--- config.mk ---
export PLATFORM = sky130hd
export DESIGN_NAME = dfi_update_lp_sched_flat
export DESIGN_NICKNAME = d
export VERILOG_FILES = /design/src/rtl/dfi_update_lp_sched_if.sv /design/src/rtl/dfi_update_lp_sched.sv /design/src/flat_wrapper.sv
export SDC_FILE = /design/constraint.sdc
export NUM_CORES = 1
export LEC_CHECK = 0
export CAP_MARGIN = 10
export CORE_ASPECT_RATIO = 0.8
export CORE_UTILIZATION = 55
export DETAILED_ROUTE_END_ITERATION = 12
export DONT_BUFFER_PORTS = 1
export GPL_TIMING_DRIVEN = 0
export MAX_ROUTING_LAYER = met4
export PLACE_DENSITY = 0.73
export SYNTH_ARGS = -nofsm -noshare
export SYNTH_HDL_FRONTEND = slang
export SYNTH_SLANG_ARGS = --single-unit
--- constraint.sdc ---
create_clock -name clock -period 1.8 [get_ports clock]
set_input_delay 0.18 -clock clock [delete_from_list [all_inputs] [get_ports clock]]
set_output_delay 0.18 -clock clock [all_outputs]
set_load 0.03 [all_outputs]
--- src/rtl/dfi_update_lp_sched_if.sv ---
// DFI sideband handshake bundle between the controller-side scheduler (master)
// and the PHY (slave): update, PHY master and low-power request/ack pairs.
interface dfi_update_lp_sched_if;
  logic       ctrlupd_req;
  logic       ctrlupd_ack;
  logic       phyupd_req;
  logic [1:0] phyupd_type;
  logic       phyupd_ack;
  logic       phymstr_req;
  logic       phymstr_ack;
  logic       lp_ctrl_req;
  logic       lp_ctrl_ack;
  logic       lp_data_req;
  logic       lp_data_ack;
  logic [5:0] lp_ctrl_wakeup;
  logic [5:0] lp_data_wakeup;

  modport master (
    output ctrlupd_req, phyupd_ack, phymstr_ack, lp_ctrl_req, lp_data_req,
           lp_ctrl_wakeup, lp_data_wakeup,
    input  ctrlupd_ack, phyupd_req, phyupd_type, phymstr_req, lp_ctrl_ack, lp_data_ack
  );

  modport slave (
    input  ctrlupd_req, phyupd_ack, phymstr_ack, lp_ctrl_req, lp_data_req,
           lp_ctrl_wakeup, lp_data_wakeup,
    output ctrlupd_ack, phyupd_req, phyupd_type, phymstr_req, lp_ctrl_ack, lp_data_ack
  );
endinterface

--- src/rtl/dfi_update_lp_sched.sv ---
// DFI sideband scheduler: grants one of PHY update, PHY master, control update
// or low power at a time, enforces response timeouts, and holds traffic off the bus.
module dfi_update_lp_sched #(
  parameter int TPHYUPD_RESP = 16,
  parameter int TLP_RESP     = 8,
  parameter int TCTRLUPD_MIN = 4,
  parameter int TCTRLUPD_MAX = 32
) (
  input  logic                          clock,
  input  logic                          reset,
  input  logic                          init_start,
  input  logic                          mc_idle,
  input  logic                          mc_ctrlupd_req,
  input  logic                          mc_lp_req,
  input  logic [5:0]                    mc_lp_wakeup,
  dfi_update_lp_sched_if.master         dfi,
  output logic                          traffic_hold,
  output logic [1:0]                    upd_type_q,
  output logic                          err_phyupd_timeout,
  output logic                          lp_rejected
);

  localparam int MAX_AB = (TPHYUPD_RESP > TLP_RESP) ? TPHYUPD_RESP : TLP_RESP;
  localparam int MAX_CD = (TCTRLUPD_MIN > TCTRLUPD_MAX) ? TCTRLUPD_MIN : TCTRLUPD_MAX;
  localparam int MAXP   = (MAX_AB > MAX_CD) ? MAX_AB : MAX_CD;
  localparam int CW     = $clog2(MAXP) + 1;

  typedef enum logic [3:0] {
    S_IDLE        = 4'd0,
    S_DRAIN_PHY   = 4'd1,
    S_PHYUPD      = 4'd2,
    S_PHYMSTR     = 4'd3,
    S_CTRLUPD     = 4'd4,
    S_CTRLUPD_REL = 4'd5,
    S_LP_WAIT     = 4'd6,
    S_LP_ACTIVE   = 4'd7,
    S_LP_REL      = 4'd8
  } state_t;

  function automatic logic [CW-1:0] sat_inc(input logic [CW-1:0] v);
    if (v == {CW{1'b1}}) begin
      sat_inc = v;
    end else begin
      sat_inc = v + CW'(1);
    end
  endfunction

  state_t          state_q, state_d;
  logic            drain_mstr_q, drain_mstr_d;
  logic [CW-1:0]   cnt_q, cnt_d;
  logic            ack_seen_q, ack_seen_d;
  logic            ctrlupd_req_q, ctrlupd_req_d;
  logic            phyupd_ack_q, phyupd_ack_d;
  logic            phymstr_ack_q, phymstr_ack_d;
  logic            lp_req_q, lp_req_d;
  logic [5:0]      wakeup_q, wakeup_d;
  logic            hold_q, hold_d;
  logic [1:0]      upd_cap_q, upd_cap_d;
  logic            lp_rej_q, lp_rej_d;
  logic [CW-1:0]   tmo_cnt_q, tmo_cnt_d;
  logic            tmo_run_q, tmo_run_d;
  logic            err_q, err_d;
  logic            phyupd_prev_q, phyupd_prev_d;
  logic            ack_seen_now_s;

  assign ack_seen_now_s = ack_seen_q | dfi.ctrlupd_ack;

  // Handshake FSM: next state and next registered outputs
  always_comb begin
    state_d       = state_q;
    drain_mstr_d  = drain_mstr_q;
    cnt_d         = sat_inc(cnt_q);
    ack_seen_d    = ack_seen_q;
    ctrlupd_req_d = 1'b0;
    phyupd_ack_d  = 1'b0;
    phymstr_ack_d = 1'b0;
    lp_req_d      = 1'b0;
    wakeup_d      = 6'd0;
    hold_d        = 1'b0;
    upd_cap_d     = upd_cap_q;
    lp_rej_d      = 1'b0;
    case (state_q)
      S_IDLE: begin
        cnt_d = '0;
        if (init_start) begin
          state_d = S_IDLE;
        end else if (dfi.phyupd_req) begin
          state_d      = S_DRAIN_PHY;
          drain_mstr_d = 1'b0;
          hold_d       = 1'b1;
        end else if (dfi.phymstr_req) begin
          state_d      = S_DRAIN_PHY;
          drain_mstr_d = 1'b1;
          hold_d       = 1'b1;
        end else if (mc_ctrlupd_req) begin
          state_d       = S_CTRLUPD;
          ctrlupd_req_d = 1'b1;
          cnt_d         = CW'(1);
          ack_seen_d    = 1'b0;
        end else if (mc_lp_req) begin
          state_d  = S_LP_WAIT;
          lp_req_d = 1'b1;
          wakeup_d = mc_lp_wakeup;
          cnt_d    = CW'(1);
        end else begin
          state_d = S_IDLE;
        end
      end
      S_DRAIN_PHY: begin
        hold_d = 1'b1;
        if (mc_idle) begin
          if (drain_mstr_q) begin
            state_d       = S_PHYMSTR;
            phymstr_ack_d = 1'b1;
          end else begin
            state_d      = S_PHYUPD;
            phyupd_ack_d = 1'b1;
            upd_cap_d    = dfi.phyupd_type;
          end
        end else begin
          state_d = S_DRAIN_PHY;
        end
      end
      S_PHYUPD: begin
        if (dfi.phyupd_req) begin
          phyupd_ack_d = 1'b1;
          hold_d       = 1'b1;
        end else begin
          state_d = S_IDLE;
        end
      end
      S_PHYMSTR: begin
        if (dfi.phymstr_req) begin
          phymstr_ack_d = 1'b1;
          hold_d        = 1'b1;
        end else begin
          state_d = S_IDLE;
        end
      end
      S_CTRLUPD: begin
        ack_seen_d = ack_seen_now_s;
        // cnt_q counts cycles ctrlupd_req has already been visible on the bus
        if ((ack_seen_now_s && (cnt_q >= CW'(TCTRLUPD_MIN))) ||
            (cnt_q >= CW'(TCTRLUPD_MAX))) begin
          state_d = S_CTRLUPD_REL;
        end else begin
          ctrlupd_req_d = 1'b1;
        end
      end
      S_CTRLUPD_REL: begin
        if (!dfi.ctrlupd_ack) begin
          state_d = S_IDLE;
        end else begin
          state_d = S_CTRLUPD_REL;
        end
      end
      S_LP_WAIT: begin
        if (dfi.lp_ctrl_ack && dfi.lp_data_ack) begin
          state_d  = S_LP_ACTIVE;
          lp_req_d = 1'b1;
          wakeup_d = wakeup_q;
        end else if (cnt_q >= CW'(TLP_RESP)) begin
          state_d  = S_LP_REL;
          lp_rej_d = 1'b1;
        end else begin
          lp_req_d = 1'b1;
          wakeup_d = wakeup_q;
        end
      end
      S_LP_ACTIVE: begin
        if (!mc_lp_req || dfi.phyupd_req || dfi.phymstr_req) begin
          state_d = S_LP_REL;
        end else begin
          lp_req_d = 1'b1;
          wakeup_d = wakeup_q;
        end
      end
      S_LP_REL: begin
        if (!dfi.lp_ctrl_ack && !dfi.lp_data_ack) begin
          state_d = S_IDLE;
        end else begin
          state_d = S_LP_REL;
        end
      end
      default: begin
        state_d = S_IDLE;
      end
    endcase
  end

  // PHY update response timer: runs from the phyupd_req rise until the ack is granted
  always_comb begin
    phyupd_prev_d = dfi.phyupd_req;
    tmo_run_d     = tmo_run_q;
    tmo_cnt_d     = tmo_cnt_q;
    err_d         = err_q;
    if (dfi.phyupd_req && !phyupd_prev_q) begin
      tmo_run_d = 1'b1;
      tmo_cnt_d = CW'(1);
    end else if (tmo_run_q) begin
      tmo_cnt_d = sat_inc(tmo_cnt_q);
    end else begin
      tmo_cnt_d = tmo_cnt_q;
    end
    if (!tmo_run_d) begin
      tmo_run_d = 1'b0;
    end else if (phyupd_ack_d || !dfi.phyupd_req) begin
      tmo_run_d = 1'b0;
    end else if (tmo_cnt_d >= CW'(TPHYUPD_RESP)) begin
      err_d     = 1'b1;
      tmo_run_d = 1'b0;
    end else begin
      tmo_run_d = 1'b1;
    end
  end

  // State and output registers with synchronous reset
  always_ff @(posedge clock) begin
    if (reset) begin
      state_q       <= S_IDLE;
      drain_mstr_q  <= 1'b0;
      cnt_q         <= '0;
      ack_seen_q    <= 1'b0;
      ctrlupd_req_q <= 1'b0;
      phyupd_ack_q  <= 1'b0;
      phymstr_ack_q <= 1'b0;
      lp_req_q      <= 1'b0;
      wakeup_q      <= 6'd0;
      hold_q        <= 1'b0;
      upd_cap_q     <= 2'd0;
      lp_rej_q      <= 1'b0;
      tmo_cnt_q     <= '0;
      tmo_run_q     <= 1'b0;
      err_q         <= 1'b0;
      phyupd_prev_q <= 1'b0;
    end else begin
      state_q       <= state_d;
      drain_mstr_q  <= drain_mstr_d;
      cnt_q         <= cnt_d;
      ack_seen_q    <= ack_seen_d;
      ctrlupd_req_q <= ctrlupd_req_d;
      phyupd_ack_q  <= phyupd_ack_d;
      phymstr_ack_q <= phymstr_ack_d;
      lp_req_q      <= lp_req_d;
      wakeup_q      <= wakeup_d;
      hold_q        <= hold_d;
      upd_cap_q     <= upd_cap_d;
      lp_rej_q      <= lp_rej_d;
      tmo_cnt_q     <= tmo_cnt_d;
      tmo_run_q     <= tmo_run_d;
      err_q         <= err_d;
      phyupd_prev_q <= phyupd_prev_d;
    end
  end

  assign dfi.ctrlupd_req    = ctrlupd_req_q;
  assign dfi.phyupd_ack     = phyupd_ack_q;
  assign dfi.phymstr_ack    = phymstr_ack_q;
  assign dfi.lp_ctrl_req    = lp_req_q;
  assign dfi.lp_data_req    = lp_req_q;
  assign dfi.lp_ctrl_wakeup = wakeup_q;
  assign dfi.lp_data_wakeup = wakeup_q;
  assign traffic_hold       = hold_q;
  assign upd_type_q         = upd_cap_q;
  assign err_phyupd_timeout = err_q;
  assign lp_rejected        = lp_rej_q;

endmodule
--- src/flat_wrapper.sv ---
// flat-port wrapper written by rule: the top's interface ports become plain ports
module dfi_update_lp_sched_flat 
#(
  parameter int TPHYUPD_RESP = 16,
  parameter int TLP_RESP     = 8,
  parameter int TCTRLUPD_MIN = 4,
  parameter int TCTRLUPD_MAX = 32
)
  (clock, reset, init_start, mc_idle, mc_ctrlupd_req, mc_lp_req, mc_lp_wakeup, traffic_hold, upd_type_q, err_phyupd_timeout, lp_rejected, dfi_ctrlupd_req, dfi_phyupd_ack, dfi_phymstr_ack, dfi_lp_ctrl_req, dfi_lp_data_req, dfi_lp_ctrl_wakeup, dfi_lp_data_wakeup, dfi_ctrlupd_ack, dfi_phyupd_req, dfi_phyupd_type, dfi_phymstr_req, dfi_lp_ctrl_ack, dfi_lp_data_ack);
  dfi_update_lp_sched_if dfi_i ();
  input  logic clock;
  input  logic reset;
  input  logic init_start;
  input  logic mc_idle;
  input  logic mc_ctrlupd_req;
  input  logic mc_lp_req;
  input  logic [5:0] mc_lp_wakeup;
  output logic traffic_hold;
  output logic [1:0] upd_type_q;
  output logic err_phyupd_timeout;
  output logic lp_rejected;
  output wire logic [$bits(dfi_i.ctrlupd_req)-1:0] dfi_ctrlupd_req;
  output wire logic [$bits(dfi_i.phyupd_ack)-1:0] dfi_phyupd_ack;
  output wire logic [$bits(dfi_i.phymstr_ack)-1:0] dfi_phymstr_ack;
  output wire logic [$bits(dfi_i.lp_ctrl_req)-1:0] dfi_lp_ctrl_req;
  output wire logic [$bits(dfi_i.lp_data_req)-1:0] dfi_lp_data_req;
  output wire logic [$bits(dfi_i.lp_ctrl_wakeup)-1:0] dfi_lp_ctrl_wakeup;
  output wire logic [$bits(dfi_i.lp_data_wakeup)-1:0] dfi_lp_data_wakeup;
  input wire logic [$bits(dfi_i.ctrlupd_ack)-1:0] dfi_ctrlupd_ack;
  input wire logic [$bits(dfi_i.phyupd_req)-1:0] dfi_phyupd_req;
  input wire logic [$bits(dfi_i.phyupd_type)-1:0] dfi_phyupd_type;
  input wire logic [$bits(dfi_i.phymstr_req)-1:0] dfi_phymstr_req;
  input wire logic [$bits(dfi_i.lp_ctrl_ack)-1:0] dfi_lp_ctrl_ack;
  input wire logic [$bits(dfi_i.lp_data_ack)-1:0] dfi_lp_data_ack;
  assign dfi_ctrlupd_req = dfi_i.ctrlupd_req;
  assign dfi_phyupd_ack = dfi_i.phyupd_ack;
  assign dfi_phymstr_ack = dfi_i.phymstr_ack;
  assign dfi_lp_ctrl_req = dfi_i.lp_ctrl_req;
  assign dfi_lp_data_req = dfi_i.lp_data_req;
  assign dfi_lp_ctrl_wakeup = dfi_i.lp_ctrl_wakeup;
  assign dfi_lp_data_wakeup = dfi_i.lp_data_wakeup;
  assign dfi_i.ctrlupd_ack = dfi_ctrlupd_ack;
  assign dfi_i.phyupd_req = dfi_phyupd_req;
  assign dfi_i.phyupd_type = dfi_phyupd_type;
  assign dfi_i.phymstr_req = dfi_phymstr_req;
  assign dfi_i.lp_ctrl_ack = dfi_lp_ctrl_ack;
  assign dfi_i.lp_data_ack = dfi_lp_data_ack;
  dfi_update_lp_sched #(.TPHYUPD_RESP(TPHYUPD_RESP), .TLP_RESP(TLP_RESP), .TCTRLUPD_MIN(TCTRLUPD_MIN), .TCTRLUPD_MAX(TCTRLUPD_MAX)) u_core (.clock(clock), .reset(reset), .init_start(init_start), .mc_idle(mc_idle), .mc_ctrlupd_req(mc_ctrlupd_req), .mc_lp_req(mc_lp_req), .mc_lp_wakeup(mc_lp_wakeup), .dfi(dfi_i), .traffic_hold(traffic_hold), .upd_type_q(upd_type_q), .err_phyupd_timeout(err_phyupd_timeout), .lp_rejected(lp_rejected));
endmodule
Word-level counts from Yosys, hierarchy flattened
Index checks and enable logic that the tools add are counted.
{"block": "word_totals", "output_inout_bits": 22, "ff_bits": 35, "word_cells": 145}
{"block": "classes", "bitwise": 6, "n_addsub": 2, "eq_ne": 22, "n_reduce_logical": 24, "order_cmp": 4, "muxes": 71}
{"cell": "6-bit two-way mux", "n": 17}
{"cell": "4-bit two-way mux", "n": 11}
{"cell": "4-bit one-hot mux with 9 select lines", "n": 1}
{"cell": "1-bit two-way mux", "n": 32}
{"cell": "6-bit one-hot mux with 3 select lines", "n": 1}
{"cell": "4-bit by 3-bit equality test with 1-bit output, second input constant", "n": 4}
{"cell": "2-bit inequality test, second input constant", "n": 8}
{"cell": "6-bit by 1-bit adder with 6-bit output, second input constant", "n": 2}
{"cell": "6-bit equality test, second input constant", "n": 2}
{"cell": "3-bit AND reduction", "n": 4}
{"cell": "5-bit AND reduction", "n": 2}
{"cell": "4-bit by 2-bit equality test with 1-bit output, second input constant", "n": 2}
{"cell": "1-bit one-hot mux with 2 select lines", "n": 4}
{"cell": "6-bit by 3-bit greater-or-equal comparator with 1-bit output, second input constant", "n": 1}
{"cell": "6-bit by 4-bit greater-or-equal comparator with 1-bit output, second input constant", "n": 1}
{"cell": "6-bit by 5-bit greater-or-equal comparator with 1-bit output, second input constant", "n": 1}
{"cell": "6-bit greater-or-equal comparator, second input constant", "n": 1}
{"cell": "3-bit two-way mux", "n": 2}
{"cell": "2-bit by 1-bit inequality test with 1-bit output, second input constant", "n": 3}
{"cell": "3-bit OR reduction", "n": 2}
{"cell": "1-bit logical NOT", "n": 5}
{"cell": "1-bit inverter", "n": 5}
{"cell": "4-bit by 1-bit equality test with 1-bit output, second input constant", "n": 1}
{"cell": "4-bit equality test, second input constant", "n": 1}
{"cell": "other kinds (9)", "n": 16}

Depth between registers and ports, before layout
Gate-level depths: netlist of run 1.
{"block": "logic_depth", "ltp_word": 6, "mapped_depth": 6, "depth_no_buf": 5}

Worst setup path after synthesis of run 1
Ideal clock, no wire load.
{"block": "synth_path", "path_kind": "register to register", "start": "reg u_core.state_q[0]", "end": "reg u_core.ctrlupd_req_q (netlist: u_core.dfi.ctrlupd_req)", "arrival_time_ns": 1.617, "slack_ns": 0.080, "period_less_slack_ns": 1.720, "stages_incl_launch_ff": 7, "n_path_buf": 2, "required_ns": 1.697, "cell_sequence": "dfxtp_1 -> buf_6 -> or4_4 -> buf_6 -> nor4_4 -> nand2_1 -> a2111oi_2"}
{"block": "synth_between", "elab_chain_cells": 2, "word_cells_on_any_way": 3, "classes_between": "1 x eq/ne; 1 x mux; 1 x reduce/logical"}
{"element": "start: declaration", "line": "dfi_update_lp_sched.sv:48", "rtl": "state_t state_q, state_d;"}
{"element": "start signal: assignment", "line": "dfi_update_lp_sched.sv:237", "rtl": "state_q <= state_d;"}
{"element": "4-bit by 3-bit equality test with 1-bit output or 4-bit logical NOT (tied branches)", "line": "dfi_update_lp_sched.sv:82", "rtl": "case (state_q)"}
{"element": "1-bit one-hot mux with 2 select lines *", "line": "dfi_update_lp_sched.sv:82"}
{"element": "end signal: assignment", "line": "dfi_update_lp_sched.sv:241", "rtl": "ctrlupd_req_q <= ctrlupd_req_d;"}
{"element": "end: declaration", "line": "dfi_update_lp_sched.sv:52", "rtl": "logic ctrlupd_req_q, ctrlupd_req_d;"}
Mark *: on every way between the ends. The rest lies on a longest branch, timed or not.
A chain may end at the register's enable or synchronous reset.

Worst setup path in the final report of run 1
{"block": "layout_path", "start": "reg u_core.state_q[1]", "end": "reg u_core.lp_req_q (netlist: u_core.dfi.lp_ctrl_req)"}
{"block": "layout_between", "elab_chain_cells": 2, "word_cells_on_any_way": 4, "classes_between": "2 x eq/ne; 1 x mux; 1 x reduce/logical"}
{"element": "4-bit by 3-bit equality test with 1-bit output or 4-bit logical NOT (tied branches)", "line": "dfi_update_lp_sched.sv:82"}
{"element": "1-bit one-hot mux with 3 select lines *", "line": "dfi_update_lp_sched.sv:82"}
{"element": "end signal: assignment", "line": "dfi_update_lp_sched.sv:244", "rtl": "lp_req_q <= lp_req_d;"}
{"element": "end: declaration", "line": "dfi_update_lp_sched.sv:55", "rtl": "logic lp_req_q, lp_req_d;"}
Marked as above.

==> impl_metrics.yaml, run 1 <==
drt:
  routed_wl_um: 4560
  dr.pass1.iters: 4
  drtAntennaViolNets: 0
  viasPerCell: 6.40
  drtIter0Drc: 133
  vias: 1657
  drc_errors: 0
  wire_per_inst_um: 17.6
critical_path:
  worstSetupPathType: "flip-flop to flip-flop"
  start_kind: "flip-flop"
  startpoint: "u_core.state_q[1]$_SDFFE_PP0P_"
  cp-end-kind: "flip-flop"
  critPathRequiredTime_ns: 1.98
  critPathArrivalTime_ns: 1.95
  cp_max_fo: 6
  reg2reg_from: "u_core.state_q[1]$_SDFFE_PP0P_"
finish:
  area_growth_syn_to_layout_pct: 14.1
  stdcell_area_mm2: 0.00210
  antennaDiodeCount: 0
  layout-drive-gt1-share_pct: 20.5
  nFillCells: 253
  nets: 240
synthesis:
  syn_nets: 227
  ys_ff_latch: 35
  avgSynthCellArea_um2: 8.96
  yosysSeqAreaShare_pct: 38.1
  synth_common_cells: "dfxtp_1, nor2_1, nand2_1"
  synth_edf_count: 0
  synthFlopType: "dfxtp_1"
  syn_inst: 205
  synth_area_leaders: "dfxtp_1, nor2_1, a21oi_1"
  ys_types: 57
  yosys_warnings: 0
  synthesis.area_mm2: 0.00184
  yosys.area.top_type: "dfxtp_1"
  yosysTopAreaCellShare_pct: 38.1
  yosysMostFrequentCell: "dfxtp_1"
  async_reset_ff_share_pct: 0
timing:
  fin_skew_ns: 0.00849
  maxSlewViolCount: 0
  fin_crit_sh_pct: 98.5
  period_minus_slack_ns: 1.77
  setup_viol: 0
  timing.hold.ws_ns: 0.00681
  final_hold_viol_count: 0
  tightestPinTransition_ns: 0.616
  rsz0062_at_grt: "true"
  clock.fmax_mhz: 564
  slew_headroom_pct: 58.9
clocking:
  worstSkewPairLatency_ns: 0.29
  clock-sinks: 35
  cts_buffers: 5
  h-tree-depth: 2
  cts_tree: "done"
  root_buffer: "clkbuf_8"
  clk_path_buf_depth: 2
  clk_pin_slew_ns: 0.08
grt:
  grt_pass1_wl_um: 6960
  overflow: 0
  antenna_found_initial: 0
  grt_max_degree: 13
  track_usage_pct: 28.1
  first_global_vias: 1482
floorplan:
  coreArea_mm2: 0.00313
  initial_utilization_pct: 58.7
  die_w_um: 66.6
  rows: 18
  die_area_mm2: 0.00358
  ioPinCount: 41
  die_height_um: 53.7
place:
  port_buffers: 0
  dp_hpwl_um: 3250
  place.gp.congestion: 0.895
  place_area_mm2: 0.00189
pwr:
  p_leak_nw: 0.785
  p_per_area_mw_per_mm2: 1200
  power_mw: 2.52
  vdd_drop_max_uv: 707
hold_path:
  hold_path_class: "input pin to flip-flop"
  min_from: "mc_lp_wakeup[1]"
outcome:
  status: "finished clean"
flow_run:
  cap_violations: 0
-- what timing repair did --
item	CTS	global route
pin swaps	3	4
hold endpoints to repair	1	0
resized for setup	5	8
hold buffers	1	0
setup buffers	1	6
setup endpoints to repair	5	7
-- through the flow --
stage,std cells,setup WS (ns),TNS (ns),utilization (%)
global placement,245,-0.0283,-0.0357,60.3
finish,259,0.0268,0,66.9
detailed placement,245,-0.0233,-0.0741,60.3
CTS,254,-0.00269,-0.00269,65.1
floorplan,205,0.0797,0,-
global route,259,-0.00532,-0.00532,66.9
-- metal layers --
metal | GRT usage (%) | part of all wire [%] | routed length [um]
met1 | 35.4 | 44 | 2010
met5 | - | 0 | 0
met2 | 43.8 | 47 | 2150
met3 | 7.42 | 8.0 | 364
met4 | 9.57 | 0.81 | 37
-- final timing paths --
path,cells past startpoint,slack (ns),endpoint
setup / recovery,3,0.03,u_core.dfi.lp_ctrl_req$_SDFF_PP0_
hold / removal,1,0.007,u_core.dfi.lp_ctrl_wakeup[1]$_SDFFE_PP0P_
setup reg to reg,3,0.03,u_core.dfi.lp_ctrl_req$_SDFF_PP0_
hold reg to reg,1,0.50,u_core.cnt_q[3]$_SDFFE_PP0P_
-- critical path, cell delays in order (launching register included) --
cell and delay [ns]:
dfxtp_1 0.35, or4_4 0.63, nand4b_4 0.27, a2111oi_4 0.41
-- registers in the layout, indices dropped and copies added, names as in the netlist --
name	count
u_core.ack_seen_q	1
u_core.cnt_q	6
u_core.dfi.ctrlupd_req	1
u_core.dfi.lp_ctrl_req	1
u_core.dfi.lp_ctrl_wakeup	6
u_core.dfi.phymstr_ack	1
u_core.dfi.phyupd_ack	1
u_core.drain_mstr_q	1
u_core.err_phyupd_timeout	1
u_core.lp_rejected	1
u_core.phyupd_prev_q	1
u_core.state_q	4
u_core.tmo_cnt_q	6
u_core.tmo_run_q	1
u_core.traffic_hold	1
u_core.upd_type_q	2
-- final cells by class --
type                            count  area, um2  area share [%]
Tap cell                           40       50.0            2.39
Clock inverter                      3       43.8            2.09
Inverter                            8       30.0            1.43
Buffer                             15       83.8            4.00
Multi-Input combinational cell    145       1050            50.0
Sequential cell                    35        709            33.9
Timing Repair Buffer                8       62.6            2.99
Clock buffer                        5       68.8            3.28
-- cells in the final DEF, fill, tap and decap left out, types with 6 or more instances in the layout --
| cell type | netlist | final |
|---|---|---|
| nor2_1 | 20 | 20 |
| dfxtp_1 | 35 | 32 |
| buf_4 | 7 | 14 |
| nand3_1 | 8 | 8 |
| inv_1 | 7 | 7 |
| nand2_1 | 13 | 13 |
| a22o_1 | 6 | 6 |
| a21oi_1 | 12 | 12 |
| mux2i_1 | 6 | 6 |
| clkbuf_1 | 7 | 7 |
| o211ai_1 | 6 | 6 |
-- cell families after synthesis --
group / Yosys count / share of synthesized area, %
compound gates: 50 / 20.2
xor+xnor: 2 / 0.954
fa+ha+maj: 3 / 2.04
buf+inv: 25 / 7.36
flops: 35 / 38.1
mux: 6 / 3.27
simple gates: 84 / 28.1
-- power by group --
| group | leakage, nW | switching, mW | internal (mW) |
|---|---|---|---|
| logic | 0.441 | 0.426 | 0.395 |
| registers | 0.286 | 0.130 | 0.857 |
| clock network | 0.0581 | 0.298 | 0.412 |
Power figures use the tool's default switching activity.
==> run 2: changes to the inputs <==
Settings changed: ABC_AREA set to 1, PLACE_DENSITY 0.73 to 0.7.
Clock period 1.8 ns to 2.2 ns, I/O delays scaled along.
==> run 2 against run 1 <==
  * Sequential share of layout area grew 1.4 points
  * Highest routed layer unchanged
  * Register-to-register slack gained 0.69 ns
  * Critical path depth grew 5
  * Combinational power shrank 43%
  * Maximum frequency grew 20%
  * Die area is essentially flat
  * Routed wire length shrank 18%
  * Non-clock buffer count shrank 13
  * Critical endpoint is now u_core.cnt_q[0]$_SDFFE_PP0P_
  * Sequential power shrank 18%
  * Via count shrank 4.3%
==> impl_metrics.yaml, run 2 <==
hold_path:
  min_from: "mc_lp_wakeup[4]"
  hold_end: "u_core.dfi.lp_ctrl_wakeup[4]$_SDFFE_PP0P_"
  hold_path_depth: 2
  hold_path_class: "input pin to flip-flop"
clocking:
  clock-sinks: 35
  worstSkewPairLatency_ns: 0.30
  clk_path_buf_depth: 2
  h-tree-depth: 2
  postCtsSetupRepairBufs: 0
  clk_pin_slew_ns: 0.07
  cts_buffers: 5
  cts_tree: "done"
  root_buffer: "clkbuf_8"
  post_cts_resized: 0
  holdBufCountCts: 0
synthesis:
  synthFlopType: "dfxtp_1"
  synthesis.area_mm2: 0.00184
  synth_edf_count: 0
  synth_area_leaders: "dfxtp_1, nand2_1, nor2_1"
  ys_types: 35
  async_reset_ff_share_pct: 0
  yosysSeqAreaShare_pct: 38.2
  avgSynthCellArea_um2: 6.93
  yosysMostFrequentCell: "nand2_1"
  yosys.area.top_type: "dfxtp_1"
  syn_nets: 287
  yosysTopAreaCellShare_pct: 38.2
  synth_common_cells: "nand2_1, dfxtp_1, nor2_1"
  ys_ff_latch: 35
  syn_inst: 265
  yosys_warnings: 0
finish:
  area_growth_syn_to_layout_pct: 8.18
  layout-drive-gt1-share_pct: 14.7
  antennaDiodeCount: 0
  fin_util_pct: 63.4
  nFillCells: 298
  mostFrequentLayoutCell: "nand2_1"
  mostFrequentLayoutCells: "nand2_1, nor2_1, dfxtp_1"
  nets: 294
drt:
  viasPerCell: 5.07
  drtIter0Drc: 92
  vias: 1586
  dr.pass1.iters: 4
  drtAntennaViolNets: 0
  routed_wl_um: 3750
  wire_per_inst_um: 12.0
  drc_errors: 0
place:
  place.gp.congestion: 0.845
  pre_cts_ws_ns: 0.706
  dp_hpwl_um: 2810
  port_buffers: 0
grt:
  grt_max_degree: 11
  track_usage_pct: 23.6
  overflow: 0
  grt_pass1_wl_um: 5860
  antenna_found_initial: 0
  first_global_vias: 1318
floorplan:
  rows: 18
  initial_utilization_pct: 58.6
  die_area_mm2: 0.00357
  coreArea_mm2: 0.00313
  ioPinCount: 41
  die_w_um: 66.6
  die_height_um: 53.7
critical_path:
  reg2reg_from: "u_core.cnt_q[1]$_SDFFE_PP0P_"
  worstSetupPathType: "flip-flop to flip-flop"
  critPathArrivalTime_ns: 1.67
  reg2reg_to: "u_core.cnt_q[0]$_SDFFE_PP0P_"
  start_kind: "flip-flop"
  cp-end-kind: "flip-flop"
  ff2ff_path_depth: 8
  rrSetupSlack_ns: 0.72
  cp_max_fo: 5
  critPathRequiredTime_ns: 2.39
timing:
  clock.fmax_mhz: 674
  fin_crit_sh_pct: 67.4
  fin_skew_ns: 0.0136
  setup_tns_ns: 0
  period_minus_slack_ns: 1.48
  tightestPinTransition_ns: 0.531
  rsz0062_at_grt: "false"
  setup_viol: 0
  maxSlewViolCount: 0
  slew_headroom_pct: 64.6
  setup_ws_ns: 0.716
  final_hold_viol_count: 0
flow_run:
  cap_violations: 0
pwr:
  p_per_area_mw_per_mm2: 905
  vdd_drop_max_uv: 538
  p_leak_nw: 0.865
outcome:
  status: "finished clean"
## run 2: per-stage QoR
stage          hold slack (ns)  power [mW]  cell area [um2]  cells
2_1_floorplan            0.360        1.20             1840    265
3_3_place_gp             0.363        1.29             1890    305
3_5_place_dp             0.372        1.29             1890    305
4_1_cts                 0.0623        1.81             1990    313
5_1_grt                 0.0695        1.91             1990    313
6_report                0.0678        1.80             1990    313
## run 2: final cells by class
cell class | count | area [um2] | area share, %
Multi-Input combinational cell | 183 | 921 | 46.4
Sequential cell | 35 | 701 | 35.3
Buffer | 10 | 72.6 | 3.65
Inverter | 37 | 141 | 7.12
Tap cell | 40 | 50.0 | 2.52
Clock buffer | 8 | 100 | 5.04
## run 2: how the worst max path moves through the flow
stage | slack (ns) | start | endpoint
after floorplan | 0.90 | u_core.cnt_q[1]$_SDFFE_PP0P_ | u_core.cnt_q[0]$_SDFFE_PP0P_
after global placement | 0.73 | u_core.cnt_q[1]$_SDFFE_PP0P_ | u_core.cnt_q[0]$_SDFFE_PP0P_
after detailed placement | 0.71 | u_core.cnt_q[1]$_SDFFE_PP0P_ | u_core.cnt_q[0]$_SDFFE_PP0P_
after CTS | 0.70 | u_core.cnt_q[1]$_SDFFE_PP0P_ | u_core.cnt_q[0]$_SDFFE_PP0P_
after global routing | 0.54 | u_core.cnt_q[1]$_SDFFE_PP0P_ | u_core.cnt_q[0]$_SDFFE_PP0P_
final | 0.72 | u_core.cnt_q[1]$_SDFFE_PP0P_ | u_core.cnt_q[0]$_SDFFE_PP0P_
## run 2: per-layer routing
metal  wire length [um]  up-vias  track usage (%)
met4                 55        0             11.7
li1                   -      846                -
met1               1910      695             30.4
met5                  0        -                -
met2               1510       40             33.5
met3                277        5             6.99
## run 2: kinds of logic (layout without fill, tap and decap cells)
kind of cell	after synthesis	after routing	synth area share, %
simple gates	141	141	35.8
buf+inv	47	55	11.7
flops	35	35	38.2
fa+ha+maj	3	3	2.05
xor+xnor	1	1	0.477
compound gates	38	38	11.9
## run 2: critical path, cell delays in order, from the launching register on
cell,delay (ns)
dfxtp_1,0.39
ha_1,0.19
nand3_1,0.14
nor2_1,0.15
inv_1,0.10
nor2_1,0.14
a21oi_1,0.05
o21ai_0,0.16
inv_1,0.05
## run 2: report_power, final
group	total [mW]	leakage (nW)	internal, mW	switching (mW)
Sequential	0.811	0.284	0.701	0.110
Clock	0.519	0.0515	0.286	0.233
Combinational	0.468	0.530	0.159	0.308
Total	1.80	0.865	1.15	0.652
==> run 3: changes to the inputs <==
Settings changed: ABC_AREA 1 to 0.
Clock period 2.2 ns to 1.54 ns, I/O delays scaled along.
==> run 3 against run 2 <==
  * The run now ends with negative setup slack left
  * Register-to-register slack got worse by 0.92 ns
  * Die area about the same
  * Sequential power increased by 42%
  * Design area increased by 10%
  * Maximum frequency decreased by 15%
  * Power increased by 56%
  * Via count increased by 4.0%
  * Routed wire length increased by 17%
  * Clock-buffer cell count decreased by 2
  * Final cell count decreased by 15%
  * Non-clock buffer count increased by 20
  * Worst setup slack got worse by 0.92 ns
  * Highest routed layer unchanged
==> impl_metrics.yaml, run 3 (synthesis gave the netlist of run 1 again) <==
pwr:
  power_mw: 2.80
  p_leak_nw: 0.827
  p_per_area_mw_per_mm2: 1280
  vdd_drop_max_uv: 933
place:
  pre_cts_ws_ns: -0.236
  place_area_mm2: 0.00190
  place.gp.congestion: 0.925
  port_buffers: 0
  placed_cells: 245
  dp_hpwl_um: 3020
critical_path:
  reg2reg_to: "u_core.state_q[2]$_SDFFE_PP0P_"
  critPathRequiredTime_ns: 1.75
  worstSetupPathDepth: 4
  path_cells: "or3_4 -> or4b_4 -> and4b_4 -> a211oi_2"
  start_kind: "flip-flop"
  reg2reg_from: "u_core.cnt_q[5]$_SDFFE_PP0P_"
  crit_path_max_incr_delay_ns: 0.52
  path_buf_inv: 0
  crit_slowest_cell: "or4b_4"
  endpoint: "u_core.state_q[2]$_SDFFE_PP0P_"
  path_delay_family: "simple AND/OR/NAND/NOR gates"
  cp-end-kind: "flip-flop"
  ff2ff_path_depth: 4
  critPathArrivalTime_ns: 1.95
  worstSetupPathType: "flip-flop to flip-flop"
  rrSetupSlack_ns: -0.20
  cp_max_fo: 3
  startpoint: "u_core.cnt_q[5]$_SDFFE_PP0P_"
finish:
  mostFrequentLayoutCells: "dfxtp_1, nor2_1, buf_4"
  fin_cells: 265
  antennaDiodeCount: 0
  stdcell_area_mm2: 0.00219
  area_growth_syn_to_layout_pct: 19.3
  seq_area_um2: 714
  nets: 247
  fin_util_pct: 70.0
  multi_input_area_mm2: 0.00108
  nFillCells: 233
  layout-drive-gt1-share_pct: 25.3
  mostFrequentLayoutCell: "dfxtp_1"
floorplan:
  die_height_um: 53.7
  ioPinCount: 41
  coreArea_mm2: 0.00313
  die_w_um: 66.6
  die_area_mm2: 0.00358
  initial_utilization_pct: 58.7
  rows: 18
timing:
  setup_ws_ns: -0.199
  rsz0062_at_grt: "true"
  timing.hold.ws_ns: 0.0138
  period_minus_slack_ns: 1.74
  clock.fmax_mhz: 575
  tightestPinTransition_ns: 0.594
  setup_tns_ns: -1.59
  fin_skew_ns: 0.00592
  maxSlewViolCount: 0
  slew_headroom_pct: 60.4
  setup_viol: 14
  final_hold_viol_count: 0
  fin_crit_sh_pct: 113
flow_run:
  cap_violations: 0
grt:
  overflow: 0
  antenna_found_initial: 0
  track_usage_pct: 25.7
  grt_pass1_wl_um: 6530
  first_global_vias: 1452
  grt_max_degree: 11
clocking:
  h-tree-depth: 2
  clock-sinks: 35
  cts_tree: "done"
  clk_pin_slew_ns: 0.07
  root_buffer: "clkbuf_8"
  clk_path_buf_depth: 2
  cts_buffers: 5
  worstSkewPairLatency_ns: 0.29
drt:
  drtIter0Drc: 56
  vias: 1649
  viasPerCell: 6.22
  drc_errors: 0
  dr.pass1.iters: 4
  drtAntennaViolNets: 0
  routed_wl_um: 4400
  wire_per_inst_um: 16.6
hold_path:
  hold_path_class: "input pin to flip-flop"
outcome:
  status: "complete, but fails checks"
  violations: "negative setup slack"
-- run 3: cell types whose count changed in the layout (fill, tap and decap cells not counted), sizes merged, moves of 7 or more --
cell	previous run	this run
nand2	66	13
inv	36	7
buf	8	18
nand3	19	8
dlygate4sd3	0	7
nor2	45	21
a21oi	22	12
-- run 3: final cells by class --
cell class | count | area share [%]
clock buffers | 6 | 3.77
well taps | 40 | 2.28
repair buffers | 16 | 6.45
plain buffers | 14 | 3.94
flip-flops and latches | 35 | 32.6
inverters | 8 | 1.37
multi-input cells | 145 | 49.3
clock inverters | 1 | 0.228
-- run 3: worst reg2reg max path, cell delays in order (launching register included) --
cell and delay [ns]:
dfxtp_4 0.35, or3_4 0.40, or4b_4 0.52, and4b_4 0.21
a211oi_2 0.18
-- run 3: worst min path at each step --
stage / from / end / cells past startpoint
after floorplan: mc_ctrlupd_req / u_core.ack_seen_q$_SDFFE_PP0P_ / 1
after global placement: mc_ctrlupd_req / u_core.ack_seen_q$_SDFFE_PP0P_ / 1
after detailed placement: mc_ctrlupd_req / u_core.ack_seen_q$_SDFFE_PP0P_ / 1
after CTS: dfi_phyupd_type[0] / u_core.upd_type_q[0]$_SDFFE_PP0P_ / 2
after global routing: dfi_phyupd_type[0] / u_core.upd_type_q[0]$_SDFFE_PP0P_ / 2
final: dfi_phyupd_type[0] / u_core.upd_type_q[0]$_SDFFE_PP0P_ / 2
-- run 3: what timing repair did --
action,in CTS,in global routing
gates resized for setup,11,18
hold endpoints to repair,7,0
hold buffers,7,0
setup endpoints to repair,16,20
buffers inserted,7,2
pin swaps,5,10
-- run 3: routing by layer --
layer / wire, um / track usage, %
met4: 59 / 8.51
met5: 0 / -
met2: 2080 / 39.9
met1: 1970 / 33.2
met3: 288 / 5.72
-- run 3: where the power goes --
part,switching [mW],internal (mW)
clock,0.322,0.351
sequential,0.150,1.00
combinational,0.503,0.478
